### src/rtl/multi_clock_div.sv
// multi_clock_div: multi-channel run-time programmable 50% clock divider; define MULTI_CLOCK_DIV_TICK_EN to build tick strobes
module multi_clock_div #(
   parameter  int CHANNELS    = 4,
   parameter  int WIDTH       = 32,
   parameter  int DEFAULT_DIV = 50,
   localparam int CH_W        = CHANNELS > 1 ? $clog2(CHANNELS) : 1
) (
   input  logic                clk,
   input  logic                reset,
   input  logic                restart,
   input  logic                wr_en,
   input  logic [CH_W-1:0]     wr_ch,
   input  logic [WIDTH-1:0]    wr_div,
   output logic [CHANNELS-1:0] clk_out,
   output logic [CHANNELS-1:0] tick,
   output logic [CHANNELS-1:0] pend
);
   for (genvar g = 0; g < CHANNELS; g++) begin : g_ch
      logic [WIDTH-1:0] cnt_q, cnt_d, div_cur_q, div_cur_d, div_pend_q, div_pend_d;
      logic             out_q, out_d, pend_q, pend_d;
      logic             running, hit, wr_hit, apply;
      // next state: the pending divisor only lands at a falling toggle, on restart, or on an idle channel
      always_comb begin
         running    = div_cur_q != '0;
         hit        = running && (cnt_q == div_cur_q - 1'b1);
         wr_hit     = wr_en && (wr_ch == CH_W'(g));
         apply      = pend_q && (restart || !running || (hit && out_q));
         cnt_d      = (restart || hit || !running) ? '0 : cnt_q + 1'b1;
         out_d      = !restart && running && (out_q ^ hit);
         div_cur_d  = apply ? div_pend_q : div_cur_q;
         div_pend_d = wr_hit ? wr_div : div_pend_q;
         pend_d     = wr_hit || (pend_q && !apply);
      end
      // channel state registers
      always_ff @(posedge clk or posedge reset) begin
         if (reset) begin
            cnt_q      <= '0;
            div_cur_q  <= WIDTH'(DEFAULT_DIV);
            div_pend_q <= '0;
            out_q      <= 1'b0;
            pend_q     <= 1'b0;
         end else begin
            cnt_q      <= cnt_d;
            div_cur_q  <= div_cur_d;
            div_pend_q <= div_pend_d;
            out_q      <= out_d;
            pend_q     <= pend_d;
         end
      end
      assign clk_out[g] = out_q;
      assign pend[g]    = pend_q;
`ifdef MULTI_CLOCK_DIV_TICK_EN
      logic tick_q;
      // strobe registered alongside the rising output edge
      always_ff @(posedge clk or posedge reset) begin
         if (reset) tick_q <= 1'b0;
         else       tick_q <= !out_q && out_d;
      end
      assign tick[g] = tick_q;
`else
      assign tick[g] = 1'b0;
`endif
   end
endmodule

### config.mk
export PLATFORM = sky130hd
export DESIGN_NAME = multi_clock_div
export DESIGN_NICKNAME = d
export VERILOG_FILES = /design/src/rtl/multi_clock_div.sv
export SDC_FILE = /design/constraint.sdc
export NUM_CORES = 1
export LEC_CHECK = 0
export ABC_AREA = 1
export CAP_MARGIN = 20
export CORE_ASPECT_RATIO = 1.1
export CORE_MARGIN = 2
export CORE_UTILIZATION = 50
export CTS_BUF_LIST = sky130_fd_sc_hd__clkbuf_4
export CTS_CLUSTER_SIZE = 14
export DETAILED_ROUTE_END_ITERATION = 10
export GPL_ROUTABILITY_DRIVEN = 0
export HOLD_SLACK_MARGIN = 0.05
export PLACE_DENSITY = 0.65
export SLEW_MARGIN = 20
export SYNTH_ARGS = -nofsm -noshare
export SYNTH_HDL_FRONTEND = slang
export SYNTH_SLANG_ARGS = --single-unit
export TNS_END_PERCENT = 30
### constraint.sdc
create_clock -name clk -period 18.6 [get_ports clk]
set_input_delay 5.58 -clock clk [delete_from_list [all_inputs] [get_ports clk]]
set_output_delay 5.58 -clock clk [all_outputs]
set_load 0.01 [all_outputs]
Word-level counts from Yosys, hierarchy flattened
Cells that the tools add are included.
{"block": "word_totals", "register_bits": 392, "input_bits": 38, "elab_cells": 105}
{"block": "op_classes", "addsub": 8, "n_eq_ne": 7, "mux": 4, "bitwise": 4, "n_reduce_logical": 62}
{"cell": "32-bit by 1-bit adder with 32-bit output (second input constant)", "n": 4}
{"cell": "32-bit == test", "n": 4}
{"cell": "32-bit 2-to-1 mux", "n": 4}
{"cell": "32-bit nonzero test", "n": 4}
{"cell": "32-bit by 1-bit subtractor with 32-bit output (second input constant)", "n": 4}
{"cell": "1-bit logical AND", "n": 28}
{"cell": "1-bit logical OR", "n": 20}
{"cell": "1-bit logical NOT", "n": 9}
{"cell": "2-bit == test (second input constant)", "n": 2}
{"cell": "1-bit bitwise XOR", "n": 4}
{"cell": "2-bit by 1-bit == test with 1-bit output (second input constant)", "n": 1}
{"cell": "2-bit logical NOT", "n": 1}

Depth between registers and ports, before layout
{"block": "depth", "word_depth": 9, "ltp_mapped": 24, "ltp_nobuf": 21}

Worst setup path after synthesis
No wires, ideal clock.
{"block": "synth_path", "path_type": "input-to-reg", "start": "in restart", "end": "reg g_ch[1].div_cur_q[1]", "setup_time_ps": 73, "arrival_ps": 6627, "path_slack_ps": 11900, "path_stages": 8, "n_path_buf": 2, "path_cell_list": "nor2_1 inv_1 or2_1 buf_4 nand2_1 clkbuf_1 nor2_1 a21oi_1"}
{"block": "synth_via", "elab_chain_len": 3}
{"element": "start: declaration", "line": "10", "source": "input logic restart,"}
{"element": "1-bit logical OR (2 in series)", "line": "27", "source": "apply = pend_q && (restart || !running || (hit && out_q));"}
{"element": "1-bit logical AND", "line": "27"}
{"element": "end signal: assignment", "line": "38", "source": "div_cur_q <= WIDTH'(DEFAULT_DIV);"}
{"element": "end signal: assignment", "line": "44", "source": "div_cur_q <= div_cur_d;"}
{"element": "end: declaration", "line": "19", "source": "logic [WIDTH-1:0] cnt_q, cnt_d, div_cur_q, div_cur_d, div_pend_q, div_pend_d;"}
No other way between the ends.
A chain may end at the register's enable or synchronous reset.

Worst setup path in the final report
{"block": "layout_path", "start": "reg g_ch[1].pend_q", "end": "out pend[1]"}
{"element": "start: declaration", "line": "20", "source": "logic out_q, out_d, pend_q, pend_d;"}
{"element": "start signal: assignment", "line": "47", "source": "pend_q <= pend_d;"}
{"element": "end: declaration", "line": "16", "source": "output logic [CHANNELS-1:0] pend"}
No word-level cell between the ends.

==> flow_summary.html <==
<table>
<tr><th>Metric</th><th>Value</th></tr>
<tr><th colspan="2">Place</th></tr>
<tr><td>DPL Wire Length</td><td>~44000 um</td></tr>
<tr><td>Cell count after placement</td><td>roughly 3600</td></tr>
<tr><td>Setup Slack @ Placement</td><td>roughly 9.8 ns</td></tr>
<tr><td>Number of buffers added on ports</td><td>45</td></tr>
<tr><th colspan="2">Clock tree</th></tr>
<tr><td>Hold buffer count at CTS</td><td>0</td></tr>
<tr><td>Buffer levels on the longest clock path</td><td>3</td></tr>
<tr><td>Clock tree root driver cell</td><td>sky130_fd_sc_hd__clkbuf_4</td></tr>
<tr><td>Clock tree from TritonCTS</td><td>done</td></tr>
<tr><td>Number of sinks handled by clock tree synthesis</td><td>392</td></tr>
<tr><td>Post-cts repair resize count</td><td>0</td></tr>
<tr><td>Clock slew at the register clock pins of the worst setup and hold paths</td><td>0.07 ns</td></tr>
<tr><td>Post-CTS setup-driven buffer insertion count</td><td>0</td></tr>
<tr><td>Depth of the CTS H-tree</td><td>3</td></tr>
<tr><td>Number of buffers inserted during clock tree synthesis</td><td>about 100</td></tr>
<tr><td>Clock insertion delay at the later pin of the skew report</td><td>~0.86 ns</td></tr>
<tr><th colspan="2">Final layout</th></tr>
<tr><td>Register cell area after layout</td><td>0.00982 mm2</td></tr>
<tr><td>Number of nets in the final layout</td><td>about 3200</td></tr>
<tr><td>Layout cells sized above 1</td><td>6.94%</td></tr>
<tr><td>Number of non-filler instances in the completed layout</td><td>approximately 3800</td></tr>
<tr><td>Number of filler instances in the final layout</td><td>around 4300</td></tr>
<tr><td>Area growth from synthesis to final layout</td><td>9.28%</td></tr>
<tr><td>Multi-input gate area in the final layout</td><td>~0.011 mm2</td></tr>
<tr><th colspan="2">Yosys</th></tr>
<tr><td>Sequential element share of the synthesized area</td><td>between 40% and 50%</td></tr>
<tr><td>Most frequently used cell type in the post-synthesis netlist</td><td>sky130_fd_sc_hd__nand2_1</td></tr>
<tr><td>Cell taking the most area after synthesis</td><td>sky130_fd_sc_hd__dfrtp_1</td></tr>
<tr><td>Area share of the largest cell type after synthesis</td><td>between 40% and 50%</td></tr>
<tr><td>Prevailing post-synth register cell</td><td>sky130_fd_sc_hd__dfrtp_1</td></tr>
<tr><td>Number of enable flip-flop cells after synthesis</td><td>0</td></tr>
<tr><td>Cell types with the largest area share after synthesis</td><td>sky130_fd_sc_hd__dfrtp_1 (42%), sky130_fd_sc_hd__nand2_1 (13%), sky130_fd_sc_hd__nor2_1 (9.8%), sky130_fd_sc_hd__xor2_1 (6.4%), sky130_fd_sc_hd__inv_1 (5.1%)</td></tr>
<tr><td>Synth unique cells</td><td>40</td></tr>
<tr><td>Number of synthesized register bits</td><td>between 300 and 400</td></tr>
<tr><td>Count of warnings emitted by yosys</td><td>0</td></tr>
<tr><td>Proportion of register bits with asynchronous set or reset after synthesis</td><td>100%</td></tr>
<tr><td>Post-Syn Instances</td><td>approximately 3100</td></tr>
<tr><td>Synth Cell Area</td><td>0.0225 mm2</td></tr>
<tr><td>Synthesized area per cell</td><td>7.36 um2</td></tr>
<tr><td>Leading cell types by count after synthesis</td><td>sky130_fd_sc_hd__nand2_1 (782), sky130_fd_sc_hd__nor2_1 (586), sky130_fd_sc_hd__dfrtp_1 (380), sky130_fd_sc_hd__inv_1 (305), sky130_fd_sc_hd__nand3_1 (209)</td></tr>
<tr><th colspan="2">Global route</th></tr>
<tr><td>Met3 Resource Use GR</td><td>around 3.7%</td></tr>
<tr><td>Pin count of the biggest net entering global routing</td><td>between 100 and 150</td></tr>
<tr><td>Wire length of the first global-routing pass</td><td>roughly 97000 um</td></tr>
<tr><td>Met2 track demand over resource in global routing</td><td>42.3%</td></tr>
<tr><td>Layer with the highest usage</td><td>met2</td></tr>
<tr><td>Overall overflow remaining after global route</td><td>0</td></tr>
<tr><td>Routing usage on met1</td><td>between 30% and 40%</td></tr>
<tr><td>Via count of the first global-routing pass</td><td>between 15000 and 20000</td></tr>
<tr><td>Number of antenna violations at the first check in global routing</td><td>1</td></tr>
<tr><td>Total global routing track utilization</td><td>between 20% and 30%</td></tr>
<tr><th colspan="2">Worst setup path</th></tr>
<tr><td>Type of origin of the critical path</td><td>flip-flop</td></tr>
<tr><td>Type of the worst setup path</td><td>flip-flop to output port</td></tr>
<tr><td>Worst R2R End</td><td>g_ch[0].div_cur_q[14]</td></tr>
<tr><td>Delay-heaviest family, CP</td><td>flip-flops</td></tr>
<tr><td>Total number of cells along the worst setup path</td><td>1</td></tr>
<tr><td>Arrival time worst endpoint</td><td>2.22 ns</td></tr>
<tr><td>Number of buffer and inverter instances along the worst setup path</td><td>1</td></tr>
<tr><td>Capture point of the critical path</td><td>pend[1]</td></tr>
<tr><td>Worst setup startpoint</td><td>g_ch[1].pend_q</td></tr>
<tr><td>Highest cell delay on the worst timing path</td><td>roughly 0.74 ns</td></tr>
<tr><td>Register-to-Register Path Depth</td><td>20</td></tr>
<tr><td>Beginning of the worst register-to-register path</td><td>g_ch[0].div_cur_q[0]</td></tr>
<tr><td>Req. time, crit path</td><td>13.02 ns</td></tr>
<tr><td>CP cell instances</td><td>clkdlybuf4s50_1</td></tr>
<tr><td>Worst-path maximum fanout</td><td>20</td></tr>
<tr><td>Slowest cell on the critical path</td><td>sky130_fd_sc_hd__dfrtp_1</td></tr>
<tr><td>Reg-to-reg slack, setup</td><td>around 14 ns</td></tr>
<tr><td>Endpoint type of the worst setup path</td><td>output port</td></tr>
<tr><th colspan="2">Timing</th></tr>
<tr><td>Post-route clock period utilization</td><td>between 40% and 50%</td></tr>
<tr><td>Final Max Slew Viols</td><td>0</td></tr>
<tr><td>Slack of the critical path</td><td>between 10 and 15 ns</td></tr>
<tr><td>Final number of setup-violating endpoints</td><td>0</td></tr>
<tr><td>Final TNS setup</td><td>0 ns</td></tr>
<tr><td>FMAX</td><td>about 0.13 GHz</td></tr>
<tr><td>Min Tclk post-route</td><td>~7.8 ns</td></tr>
<tr><td>Final hold viol count</td><td>0</td></tr>
<tr><td>Actual transition at the worst max-transition pin</td><td>0.989 ns</td></tr>
<tr><td>Relative slew margins</td><td>about a third</td></tr>
<tr><td>Worst clock skew on the final layout</td><td>roughly 0.053 ns</td></tr>
<tr><td>Unrepaired setup endpoints after global routing</td><td>false</td></tr>
<tr><th colspan="2">Run status</th></tr>
<tr><td>Status</td><td>complete, no violations</td></tr>
<tr><th colspan="2">Detailed routing</th></tr>
<tr><td>Number of nets still failing antenna checks after routing</td><td>0</td></tr>
<tr><td>DRC violation count after routing</td><td>0</td></tr>
<tr><td>Post-Route WL</td><td>58900 um</td></tr>
<tr><td>First drt pass iteration count</td><td>5</td></tr>
<tr><td>Mean routed wirelength per cell</td><td>approximately 16 um</td></tr>
<tr><td>DR vias</td><td>~20000</td></tr>
<tr><td>DRT iter0 DRCs</td><td>about 1300</td></tr>
<tr><td>Via density per instance</td><td>between 5 and 6</td></tr>
<tr><th colspan="2">Power and ir drop</th></tr>
<tr><td>Static leakage</td><td>~12 nW</td></tr>
<tr><td>PD cells</td><td>about 98 mW/mm2</td></tr>
<tr><td>Total chip power</td><td>about 2.4 mW</td></tr>
<tr><td>Largest voltage drop on the vdd net</td><td>~0.043 mV</td></tr>
<tr><th colspan="2">Die</th></tr>
<tr><td>Die area</td><td>about 0.047 mm2</td></tr>
<tr><td>Starting density of the core</td><td>50.6%</td></tr>
<tr><td>Area of the core region</td><td>between 0.04 and 0.05 mm2</td></tr>
<tr><td>Row Count</td><td>81</td></tr>
<tr><td>Die span in x</td><td>a little over 200 um</td></tr>
<tr><td>Vert. Die Dim</td><td>227 um</td></tr>
<tr><td>Boundary Pins</td><td>50</td></tr>
<tr><th colspan="2">Flow run</th></tr>
<tr><td>Maxcap violations</td><td>0</td></tr>
<tr><th colspan="2">Worst hold path</th></tr>
<tr><td>Worst hold path class</td><td>flip-flop to flip-flop</td></tr>
</table>
per-layer routing:
layer | vias up | wire [um]
li1 | 9798 | -
met4 | 0 | 2150
met3 | 144 | 2640
met1 | 9223 | 26800
met5 | - | 0
met2 | 495 | 27300
report_power, final:
| group | internal, mW | leakage (nW) | switching [mW] |
|---|---|---|---|
| clock | 0.395 | 0.759 | 0.358 |
| combinational | 0.202 | 5.86 | 0.347 |
| sequential | 0.979 | 5.00 | 0.143 |
logic make-up (layout without fill, tap and decap cells):
family	Yosys count	in the layout	synth area share, %
other	1	6	0.0167
XOR/XNOR	247	247	9.85
AND/OR/NAND/NOR	1750	1750	32.5
adder cells (fa/ha/maj)	16	16	0.889
AO/OA/AOI/OAI	256	256	5.75
buffers and inverters	397	536	7.31
flip-flops	392	392	43.6
stage by stage:
step	cell area (um2)	hold WS [ns]	utilization [%]
6_report	24600	0.477	55.3
5_1_grt	24600	0.508	55.3
4_1_cts	24600	0.487	55.2
3_5_place_dp	23300	0.474	52.3
3_3_place_gp	23300	0.468	52.3
2_1_floorplan	22500	0.454	-
area by class of cell:
cell class | instances | share of cell area (%)
antenna | 2 | 0.0203
clock buffer | 144 | 4.39
clock inverter | 31 | 0.809
inverter | 309 | 4.75
multi-input combinational | 2273 | 45.1
sequential | 392 | 39.9
tap | 581 | 2.95
timing repair buffer | 52 | 2.06
sequential cells by signal, indices dropped and copies added (netlist names):
signal and cells:
g_ch.out_q 4, g_ch.div_cur_q 128, g_ch.div_pend_q 128, g_ch.pend_q 4, g_ch.cnt_q 128
cells in the final DEF, fill, tap and decap left out, drive strengths merged, types with 5 or more instances in the layout:
cell           instances
a21oi                 80
and2                   6
buf                    7
clkbuf               144
clkdlybuf4s50         45
clkinv                28
dfrtp                380
dfstp                 12
ha                    16
inv                  309
nand2                791
nand3                211
nand3b                18
nand4                 46
nor2                 604
nor3                  38
nor4                  19
o21ai                171
o21bai                 5
or2                   12
xnor2                 78
xor2                 165
worst min path at each step:
stage	start	end	slack, ns	cells past startpoint
2_1_floorplan	g_ch[0].div_pend_q[31]	g_ch[0].div_pend_q[31]	0.45	2
3_3_place_gp	g_ch[3].div_pend_q[2]	g_ch[3].div_pend_q[2]	0.47	2
3_5_place_dp	g_ch[2].div_pend_q[9]	g_ch[2].div_pend_q[9]	0.47	2
4_1_cts	g_ch[0].div_pend_q[16]	g_ch[0].div_cur_q[16]	0.49	2
5_1_grt	g_ch[2].div_pend_q[23]	g_ch[2].div_pend_q[23]	0.51	2
6_report	g_ch[0].div_pend_q[16]	g_ch[0].div_cur_q[16]	0.48	2
(Power assumes the default switching activity.)
